===== config.mk =====
export PLATFORM = sky130hd
export DESIGN_NAME = multicycle_controller
export DESIGN_NICKNAME = d
export VERILOG_FILES = /design/src/rtl/multicycle_controller.sv
export SDC_FILE = /design/constraint.sdc
export NUM_CORES = 1
export LEC_CHECK = 0
export ABC_AREA = 0
export CAP_MARGIN = 20
export CORE_AREA = 4 4 45 47
export CTS_CLUSTER_DIAMETER = 200
export CTS_CLUSTER_SIZE = 16
export DETAILED_ROUTE_END_ITERATION = 16
export DIE_AREA = 0 0 49 51
export PLACE_DENSITY = 0.88
export SLEW_MARGIN = 25
export SYNTH_ARGS = -nofsm -noshare
export SYNTH_HDL_FRONTEND = slang
export SYNTH_SLANG_ARGS = --single-unit

===== constraint.sdc =====
create_clock -name clk -period 3.07 [get_ports clk]
set_input_delay 0.307 -clock clk [delete_from_list [all_inputs] [get_ports clk]]
set_output_delay 0.307 -clock clk [all_outputs]
set_load 0.05 [all_outputs]

===== src/rtl/multicycle_controller.sv =====
// Sequencing FSM for a multicycle RV32I core: steps each instruction through
// fetch/decode/execute/memory/writeback and drives the shared datapath controls.
module multicycle_controller #(
    parameter bit WAIT_EN = 1'b1
) (
    input  logic       clk,
    input  logic       reset,
    input  logic [6:0] op,
    input  logic [2:0] funct3,
    input  logic       funct7b5,
    input  logic       Zero,
    input  logic       MemReady,
    output logic       PCWrite,
    output logic       AdrSrc,
    output logic       MemWrite,
    output logic       IRWrite,
    output logic [1:0] ResultSrc,
    output logic [1:0] ALUSrcA,
    output logic [1:0] ALUSrcB,
    output logic [1:0] ImmSrc,
    output logic [2:0] ALUControl,
    output logic       RegWrite,
    output logic       Illegal,
    output logic [3:0] State
);

    localparam int unsigned STATE_W = 4;

    localparam logic [6:0] OP_LW   = 7'b0000011;
    localparam logic [6:0] OP_SW   = 7'b0100011;
    localparam logic [6:0] OP_RTYP = 7'b0110011;
    localparam logic [6:0] OP_ITYP = 7'b0010011;
    localparam logic [6:0] OP_BEQ  = 7'b1100011;
    localparam logic [6:0] OP_JAL  = 7'b1101111;

    localparam logic [2:0] ALU_ADD = 3'b000;
    localparam logic [2:0] ALU_SUB = 3'b001;
    localparam logic [2:0] ALU_AND = 3'b010;
    localparam logic [2:0] ALU_OR  = 3'b011;
    localparam logic [2:0] ALU_SLT = 3'b101;

    typedef enum logic [STATE_W-1:0] {
        S_FETCH    = 4'd0,
        S_DECODE   = 4'd1,
        S_MEMADR   = 4'd2,
        S_MEMREAD  = 4'd3,
        S_MEMWB    = 4'd4,
        S_MEMWRITE = 4'd5,
        S_EXECUTER = 4'd6,
        S_EXECUTEI = 4'd7,
        S_ALUWB    = 4'd8,
        S_BEQ      = 4'd9,
        S_JAL      = 4'd10,
        S_HALT     = 4'd11
    } state_t;

    typedef enum logic [1:0] {
        OPSEL_ADD   = 2'd0,
        OPSEL_SUB   = 2'd1,
        OPSEL_FUNCT = 2'd2
    } alu_op_t;

    state_t     state_q;
    state_t     state_d;
    alu_op_t    alu_op;
    logic       ready;
    logic       pc_write_c;
    logic       mem_write_c;
    logic       ir_write_c;
    logic       reg_write_c;
    logic       illegal_c;

    assign ready = WAIT_EN ? MemReady : 1'b1;

    // State register: the only storage in the controller.
    always_ff @(posedge clk or negedge reset) begin
        if (!reset) begin
            state_q <= S_FETCH;
        end else begin
            state_q <= state_d;
        end
    end

    // Next-state and per-state datapath controls.
    always_comb begin
        state_d     = S_FETCH;
        alu_op      = OPSEL_ADD;
        pc_write_c  = 1'b0;
        mem_write_c = 1'b0;
        ir_write_c  = 1'b0;
        reg_write_c = 1'b0;
        illegal_c   = 1'b0;
        AdrSrc      = 1'b0;
        ResultSrc   = 2'b00;
        ALUSrcA     = 2'b00;
        ALUSrcB     = 2'b00;
        case (state_q)
            S_FETCH: begin
                ALUSrcB    = 2'b10;
                ResultSrc  = 2'b10;
                ir_write_c = ready;
                pc_write_c = ready;
                state_d    = ready ? S_DECODE : S_FETCH;
            end
            S_DECODE: begin
                ALUSrcA = 2'b01;
                ALUSrcB = 2'b01;
                case (op)
                    OP_LW, OP_SW: state_d = S_MEMADR;
                    OP_RTYP:      state_d = S_EXECUTER;
                    OP_ITYP:      state_d = S_EXECUTEI;
                    OP_BEQ:       state_d = S_BEQ;
                    OP_JAL:       state_d = S_JAL;
                    default:      state_d = S_HALT;
                endcase
            end
            S_MEMADR: begin
                ALUSrcA = 2'b10;
                ALUSrcB = 2'b01;
                state_d = (op == OP_SW) ? S_MEMWRITE : S_MEMREAD;
            end
            S_MEMREAD: begin
                AdrSrc  = 1'b1;
                state_d = ready ? S_MEMWB : S_MEMREAD;
            end
            S_MEMWB: begin
                ResultSrc   = 2'b01;
                reg_write_c = 1'b1;
                state_d     = S_FETCH;
            end
            S_MEMWRITE: begin
                AdrSrc      = 1'b1;
                mem_write_c = 1'b1;
                state_d     = ready ? S_FETCH : S_MEMWRITE;
            end
            S_EXECUTER: begin
                ALUSrcA = 2'b10;
                alu_op  = OPSEL_FUNCT;
                state_d = S_ALUWB;
            end
            S_EXECUTEI: begin
                ALUSrcA = 2'b10;
                ALUSrcB = 2'b01;
                alu_op  = OPSEL_FUNCT;
                state_d = S_ALUWB;
            end
            S_ALUWB: begin
                reg_write_c = 1'b1;
                state_d     = S_FETCH;
            end
            S_BEQ: begin
                ALUSrcA    = 2'b10;
                alu_op     = OPSEL_SUB;
                pc_write_c = Zero;
                state_d    = S_FETCH;
            end
            S_JAL: begin
                ALUSrcA    = 2'b01;
                ALUSrcB    = 2'b10;
                pc_write_c = 1'b1;
                state_d    = S_ALUWB;
            end
            S_HALT: begin
                illegal_c = 1'b1;
                state_d   = S_HALT;
            end
            default: state_d = S_FETCH;
        endcase
    end

    // ALU operation; sub only for R-type (op[5]) so addi ignores Instr[30].
    always_comb begin
        ALUControl = ALU_ADD;
        case (alu_op)
            OPSEL_SUB: ALUControl = ALU_SUB;
            OPSEL_FUNCT: begin
                case (funct3)
                    3'b000:  ALUControl = (op[5] & funct7b5) ? ALU_SUB : ALU_ADD;
                    3'b010:  ALUControl = ALU_SLT;
                    3'b110:  ALUControl = ALU_OR;
                    3'b111:  ALUControl = ALU_AND;
                    default: ALUControl = ALU_ADD;
                endcase
            end
            default: ALUControl = ALU_ADD;
        endcase
    end

    // Immediate format follows the opcode in every state.
    always_comb begin
        ImmSrc = 2'b00;
        case (op)
            OP_SW:   ImmSrc = 2'b01;
            OP_BEQ:  ImmSrc = 2'b10;
            OP_JAL:  ImmSrc = 2'b11;
            default: ImmSrc = 2'b00;
        endcase
    end

    // Strobes and the halt flag drop with reset, without waiting for a clock.
    assign PCWrite  = pc_write_c  & reset;
    assign MemWrite = mem_write_c & reset;
    assign IRWrite  = ir_write_c  & reset;
    assign RegWrite = reg_write_c & reset;
    assign Illegal  = illegal_c   & reset;
    assign State    = STATE_W'(state_q);

endmodule


==> results.py, run 1 <==
metrics = {
    "setup_path": {
        "r2r_start": "State[1]$_DFF_PN0_",
        "crit_arrival_ns": 2.56,
        "crit_chain": "inv_1 > nor2_1 > nand2_1 > ha_1 > nor3_1 > clkdlybuf4s50_1",
        "slowest_delay_ns": 0.82,
        "timing.rr.end": "State[0]$_DFF_PN0_",
        "path_max_fanout": 10,
        "path_class": "flop to primary output",
        "r2r_slack_ns": 1.51,
        "reg2reg_depth": 5,
        "endpoint_kind": "primary output",
        "cp-start-kind": "flop",
        "cp_slowest_cell": "clkdlybuf4s50_1",
        "cp.required_ns": 2.76,
    },
    "place": {
        "finalWeightedCongestion": 0.899,
        "dp_hpwl_um": 1550,
        "io_buffer_count": 35,
        "dp.cells": 140,
        "placed_cell_area_um2": 1010,
        "place_ws_ns": 0.404,
    },
    "yosys": {
        "ys_ff_latch": 4,
        "netlist_instances": 88,
        "seq_area_frac_synth_pct": 16.2,
        "synthesis.area_um2": 619,
        "yosys_warnings": 0,
        "post_synth.cell_area_avg_um2": 7.04,
        "syn_nets": 105,
        "synth_cell_types": 36,
    },
    "power_and_ir_drop": {
        "seqPwrFrac_pct": 9.9,
        "p_leak_uw": 0.000421,
        "power_frac_clock_pct": 6.4,
        "switching_share_pct": 58.5,
        "power_frac_comb_pct": 83.7,
        "power_switching_uw": 599,
        "power.density_nw_per_um2": 984,
        "p_int_uw": 425,
        "totalPowerFinal_uw": 1020,
        "vdd_drop_max_v": 0.000655,
    },
    "clock_tree": {
        "clk_path_buf_depth": 2,
        "cts_num_sinks": 4,
        "clock_latency_ns": 0.24,
        "tritoncts": "yes",
        "ctsRootBufferMaster": "clkbuf_4",
        "cts_htree_levels": 1,
        "clkTransAtPathRegs_ns": 0.04,
        "cts_buffers": 3,
    },
    "drt": {
        "wl_um": 1890,
        "drt-initial-drc-count": 17,
        "drc": 0,
        "wl_per_cell_um": 13.2,
        "viasPerCell": 5.61,
        "drtPass1Iterations": 4,
        "antenna_left": 0,
        "vias": 802,
    },
    "sta": {
        "setup_slack_ns": 0.201,
        "drv_slew": 0,
        "period_needed_ns": 2.87,
        "fmax_ghz": 0.349,
        "fin_skew_ns": 0.00772,
        "final.setup.tns_ns": 0,
        "relSlewSlack_pct": 65.8,
        "post-route-period-util_pct": 93.5,
        "tightestPinTransition_ns": 0.512,
        "hold_violations": 0,
        "setup_viol": 0,
        "rsz0062_at_grt": "no",
    },
    "outcome": {
        "outcome": "completed",
    },
    "floorplan": {
        "core_area_um2": 1650,
        "ioPinCount": 36,
        "fp.dieH_um": 51,
        "row_count": 15,
        "die-area_um2": 2500,
        "fp.dieW_um": 49,
        "start_util_pct": 37.5,
    },
    "layout": {
        "n_antenna_cell": 0,
        "area_delta_synth_final_pct": 67.9,
        "largest_reg_flops": 4,
        "fin_nets": 145,
        "fin_area_um2": 1040,
        "final_cell_count_no_fill": 143,
        "drive_gt1_share_pct": 9.52,
    },
    "grt": {
        "grt_pass1_wl_um": 3130,
        "grtUsageTotal_pct": 15.4,
        "antenna_found_initial": 0,
        "grt_overflow": 0,
        "grt_max_degree": 18,
        "grt_pass1_vias": 682,
    },
    "worst_hold_path": {
        "hp-class": "input port to asynchronous set/reset pin",
    },
    "flow_run": {
        "drv_cap": 0,
    },
}
==> per-layer routing <==
metal	GRT usage, %	vias to the layer above	routed length, µm
met4	7.62	0	15
met2	25.0	36	953
li1	-	397	-
met3	2.92	2	124
met1	19.3	367	796
met5	0	-	0
==> cell usage after synthesis <==
library cell  instances  area, µm²
nand2_1               9       33.8
nor2_1                8       30.0
inv_1                 6       22.5
nor3_1                6       30.0
a21oi_1               5       25.0
dfrtp_1               4        100
nor2b_1               4       25.0
a31oi_1               3       18.8
buf_2                 3       15.0
nand2b_1              3       18.8
nor4_1                3       18.8
and2_1                2       12.5
and3_1                2       12.5
ha_1                  2       25.0
nand3_1               2       10.0
o211ai_1              2       15.0
o21ai_0               2       10.0
o21bai_1              2       15.0
or3_1                 2       12.5
xor2_1                2       17.5
a211o_1               1       8.76
a211oi_1              1       7.51
a21o_1                1       7.51
a221oi_1              1       8.76
a22oi_1               1       7.51
a31o_2                1       8.76
buf_1                 1       3.75
nand3b_1              1       7.51
nand4bb_4             1       27.5
o211a_1               1       10.0
o22a_1                1       8.76
o32a_1                1       10.0
or2_1                 1       6.26
or3b_1                1       8.76
or3b_4                1       11.3
xnor2_1               1       8.76
==> repair_timing <==
item | in CTS | in global routing
setup endpoints to repair | 0 | 1
setup buffers | 0 | 0
gates resized for setup | 0 | 1
hold buffers | 0 | 0
==> per-stage QoR <==
step | hold WS (ns) | util [%]
2_1_floorplan | 0.0114 | -
3_3_place_gp | 0.581 | 61.4
3_5_place_dp | 0.583 | 61.4
4_1_cts | 0.323 | 62.8
5_1_grt | 0.335 | 63.0
6_report | 0.328 | 63.0
==> logic make-up after synthesis <==
logic type                 after synthesis  share of synthesized area (%)
AOI/OAI and AO/OA                       23                           26.1
buffers and inverters                   10                           6.67
DFF                                      4                           16.2
and+or+nand+nor                         46                           42.8
xor gates and xnor gates                 3                           4.24
adders and majority gates                2                           4.04
==> layout make-up <==
cell class	instances	area, µm²
clock buffers	3	22.5
well taps	17	21.3
inverters	6	22.5
repair buffers	39	383
flip-flops and latches	4	100
fillers	151	612
multi-input cells	74	490
==> how the worst max path moves through the flow <==
stage / start / endpoint / slack (ns)
6_report: State[3]$_DFF_PN0_ / ALUControl[1] / 0.20
5_1_grt: State[3]$_DFF_PN0_ / ALUControl[1] / 0.03
4_1_cts: State[3]$_DFF_PN0_ / ALUControl[2] / 0.15
3_5_place_dp: State[3]$_DFF_PN0_ / ALUControl[2] / 0.40
3_3_place_gp: State[3]$_DFF_PN0_ / ALUControl[2] / 0.49
2_1_floorplan: State[0]$_DFF_PN0_ / PCWrite / -0.06
==> power by group through the flow <==
stage	Clock (µW)	Sequential, µW	Combinational, µW
after floorplan	0	180	509
after global placement	0	99.2	846
after detailed placement	0	102	857
after CTS	69.8	101	859
after global routing	73.1	107	910
final	65.9	101	856
==> cell usage in the layout, fill, tap and decap left out, drive strengths merged, types with 2 or more instances in the layout <==
cell           instances
buf                    4
o21ai                  2
o21bai                 2
o211ai                 2
and3                   2
nand2                  9
ha                     2
clkbuf                 3
nand3                  2
xor2                   2
and2                   2
nor2b                  4
a31oi                  3
or3                    2
nor3                   6
nor4                   3
inv                    6
nor2                   8
nand2b                 3
or3b                   2
a21oi                  5
clkdlybuf4s50         34
dfrtp                  4
==> critical path, delay by kind of cell (launching register included) <==
kind | cells | cell delay (ns)
buffers and inverters | 2 | 0.95
AND/OR/NAND/NOR | 3 | 0.53
flip-flops | 1 | 0.49
adder cells (fa/ha/maj) | 1 | 0.36
Power figures use the tool's default switching activity.
==> inputs of run 2 (changes only) <==
- CORE_AREA: 4 4 45 47 -> 4 4 48 50
- DIE_AREA: 0 0 49 51 -> 0 0 52 54
- PLACE_DENSITY: 0.88 -> 0.79
==> run 2 against run 1 <==
  * Global-route usage shrank 1.0 points
  * Hold slack better by 0.0059 ns
  * Via count down 2.5%
  * Highest routed layer unchanged
  * Cell count increased by 7.0%
  * Clock-buffer cell count stayed put
  * Critical path depth did not move
  * Clock skew decreased by 0.0054 ns
  * Combinational power increased by 1%
==> results.py, run 2 (synthesis gave the netlist of run 1 again) <==
metrics = {
    "outcome": {
        "outcome": "completed",
    },
    "layout": {
        "layout_commonest_cell": "clkdlybuf4s50_1",
        "area_delta_synth_final_pct": 69.5,
        "layout_common_cells": "35 x clkdlybuf4s50_1, 9 x nand2_1, 8 x nor2_1",
        "largest_reg_flops": 4,
        "final_cell_count_no_fill": 153,
        "num-fill-cells": 166,
        "n_antenna_cell": 0,
        "regArea_um2": 100,
        "fin_nets": 145,
        "multi_input_area_um2": 490,
        "drive_gt1_share_pct": 9.52,
        "fin_area_um2": 1050,
    },
    "setup_path": {
        "slowest_delay_ns": 0.83,
        "crit_chain": "inv_1 > nor2_1 > nand2_1 > ha_1 > nor4_2 > clkdlybuf4s50_1",
        "path_class": "flop to primary output",
        "r2r_slack_ns": 1.49,
        "path_max_fanout": 7,
        "critical_path.top_delay_family": "buffers and inverters",
        "endpoint_kind": "primary output",
        "path_buf_inv": 2,
        "crit_arrival_ns": 2.49,
        "cp-start-kind": "flop",
        "cp.required_ns": 2.76,
        "cp_slowest_cell": "clkdlybuf4s50_1",
    },
    "sta": {
        "relSlewSlack_pct": 66.0,
        "rsz0062_at_grt": "no",
        "final.setup.tns_ns": 0,
        "tightestPinTransition_ns": 0.508,
        "hold_violations": 0,
        "drv_slew": 0,
        "hold_slack_ns": 0.334,
        "period_needed_ns": 2.80,
        "fin_skew_ns": 0.00230,
        "fmax_ghz": 0.358,
        "setup_viol": 0,
        "setup_slack_ns": 0.273,
        "post-route-period-util_pct": 91.1,
    },
    "grt": {
        "grt_pass1_vias": 740,
        "antenna_found_initial": 0,
        "grt_pass1_wl_um": 3120,
        "grt_overflow": 0,
        "grtUsageTotal_pct": 14.3,
        "grt_max_degree": 18,
    },
    "place": {
        "finalWeightedCongestion": 0.799,
        "dp.cells": 150,
        "place_ws_ns": 0.473,
        "io_buffer_count": 35,
        "dp_hpwl_um": 1550,
        "placed_cell_area_um2": 1030,
    },
    "drt": {
        "wl_um": 1940,
        "drt-initial-drc-count": 23,
        "vias": 782,
        "antenna_left": 0,
        "wl_per_cell_um": 12.6,
        "wl_met2_um": 863,
        "drc": 0,
        "viasPerCell": 5.11,
        "wl_met1_um": 873,
        "drtPass1Iterations": 4,
        "wl_met3_um": 191,
        "highest_layer": "met4",
    },
    "clock_tree": {
        "ctsRootBufferMaster": "clkbuf_4",
        "tritoncts": "yes",
        "clkTransAtPathRegs_ns": 0.04,
        "post_cts_buffers": 0,
        "cts_htree_levels": 1,
        "ctsHoldBuffers": 0,
        "cts_resized": 0,
        "cts_buffers": 3,
        "clock_latency_ns": 0.23,
        "clk_path_buf_depth": 2,
        "cts_num_sinks": 4,
    },
    "floorplan": {
        "ioPinCount": 36,
        "start_util_pct": 32.6,
        "die-area_um2": 2810,
        "core_area_um2": 1900,
        "fp.dieW_um": 52,
        "fp.dieH_um": 54,
        "row_count": 16,
    },
    "power_and_ir_drop": {
        "p_leak_uw": 0.000402,
        "power.density_nw_per_um2": 977,
        "vdd_drop_max_v": 0.000533,
    },
    "flow_run": {
        "drv_cap": 0,
    },
    "worst_hold_path": {
        "hp-class": "input port to asynchronous set/reset pin",
    },
}
run 2: changes by cell type in the layout (fill, tap and decap cells not counted), sizes merged:
cell	before	now
clkdlybuf4s50	34	35
dlymetal6s2s	1	0
run 2: area by class of cell:
class	instances	share of cell area, %
repair buffers	39	36.2
inverters	6	2.15
well taps	27	3.22
multi-input cells	74	46.7
flip-flops and latches	4	9.54
clock buffers	3	2.15
run 2: per-layer routing:
layer | up-vias | global-route usage [%]
met3 | 2 | 2.49
met5 | - | 0
met2 | 47 | 25.3
met1 | 337 | 17.8
li1 | 396 | -
met4 | 0 | 3.93
run 2: path summary, 6_finish.rpt:
check	to	cells past startpoint	startpoint
max	ALUControl[2]	6	State[3]$_DFF_PN0_
min	State[3]$_DFF_PN0_	1	reset
max reg2reg	State[0]$_DFF_PN0_	5	State[1]$_DFF_PN0_
min reg2reg	State[1]$_DFF_PN0_	2	State[2]$_DFF_PN0_
max in group asynchronous	State[2]$_DFF_PN0_	1	reset
min in group clk	State[1]$_DFF_PN0_	2	State[2]$_DFF_PN0_
run 2: through the flow:
step	total power, µW	utilization (%)
after global routing	1090	55.2
after CTS	1030	55.2
final	1030	55.2
after global placement	947	54.0
after floorplan	689	-
after detailed placement	957	54.0
run 2: where the power goes:
part	internal, µW	switching, µW	total [µW]
clock	43.8	22.2	66.0
combinational	305	561	866
sequential	75.9	18.3	94.2
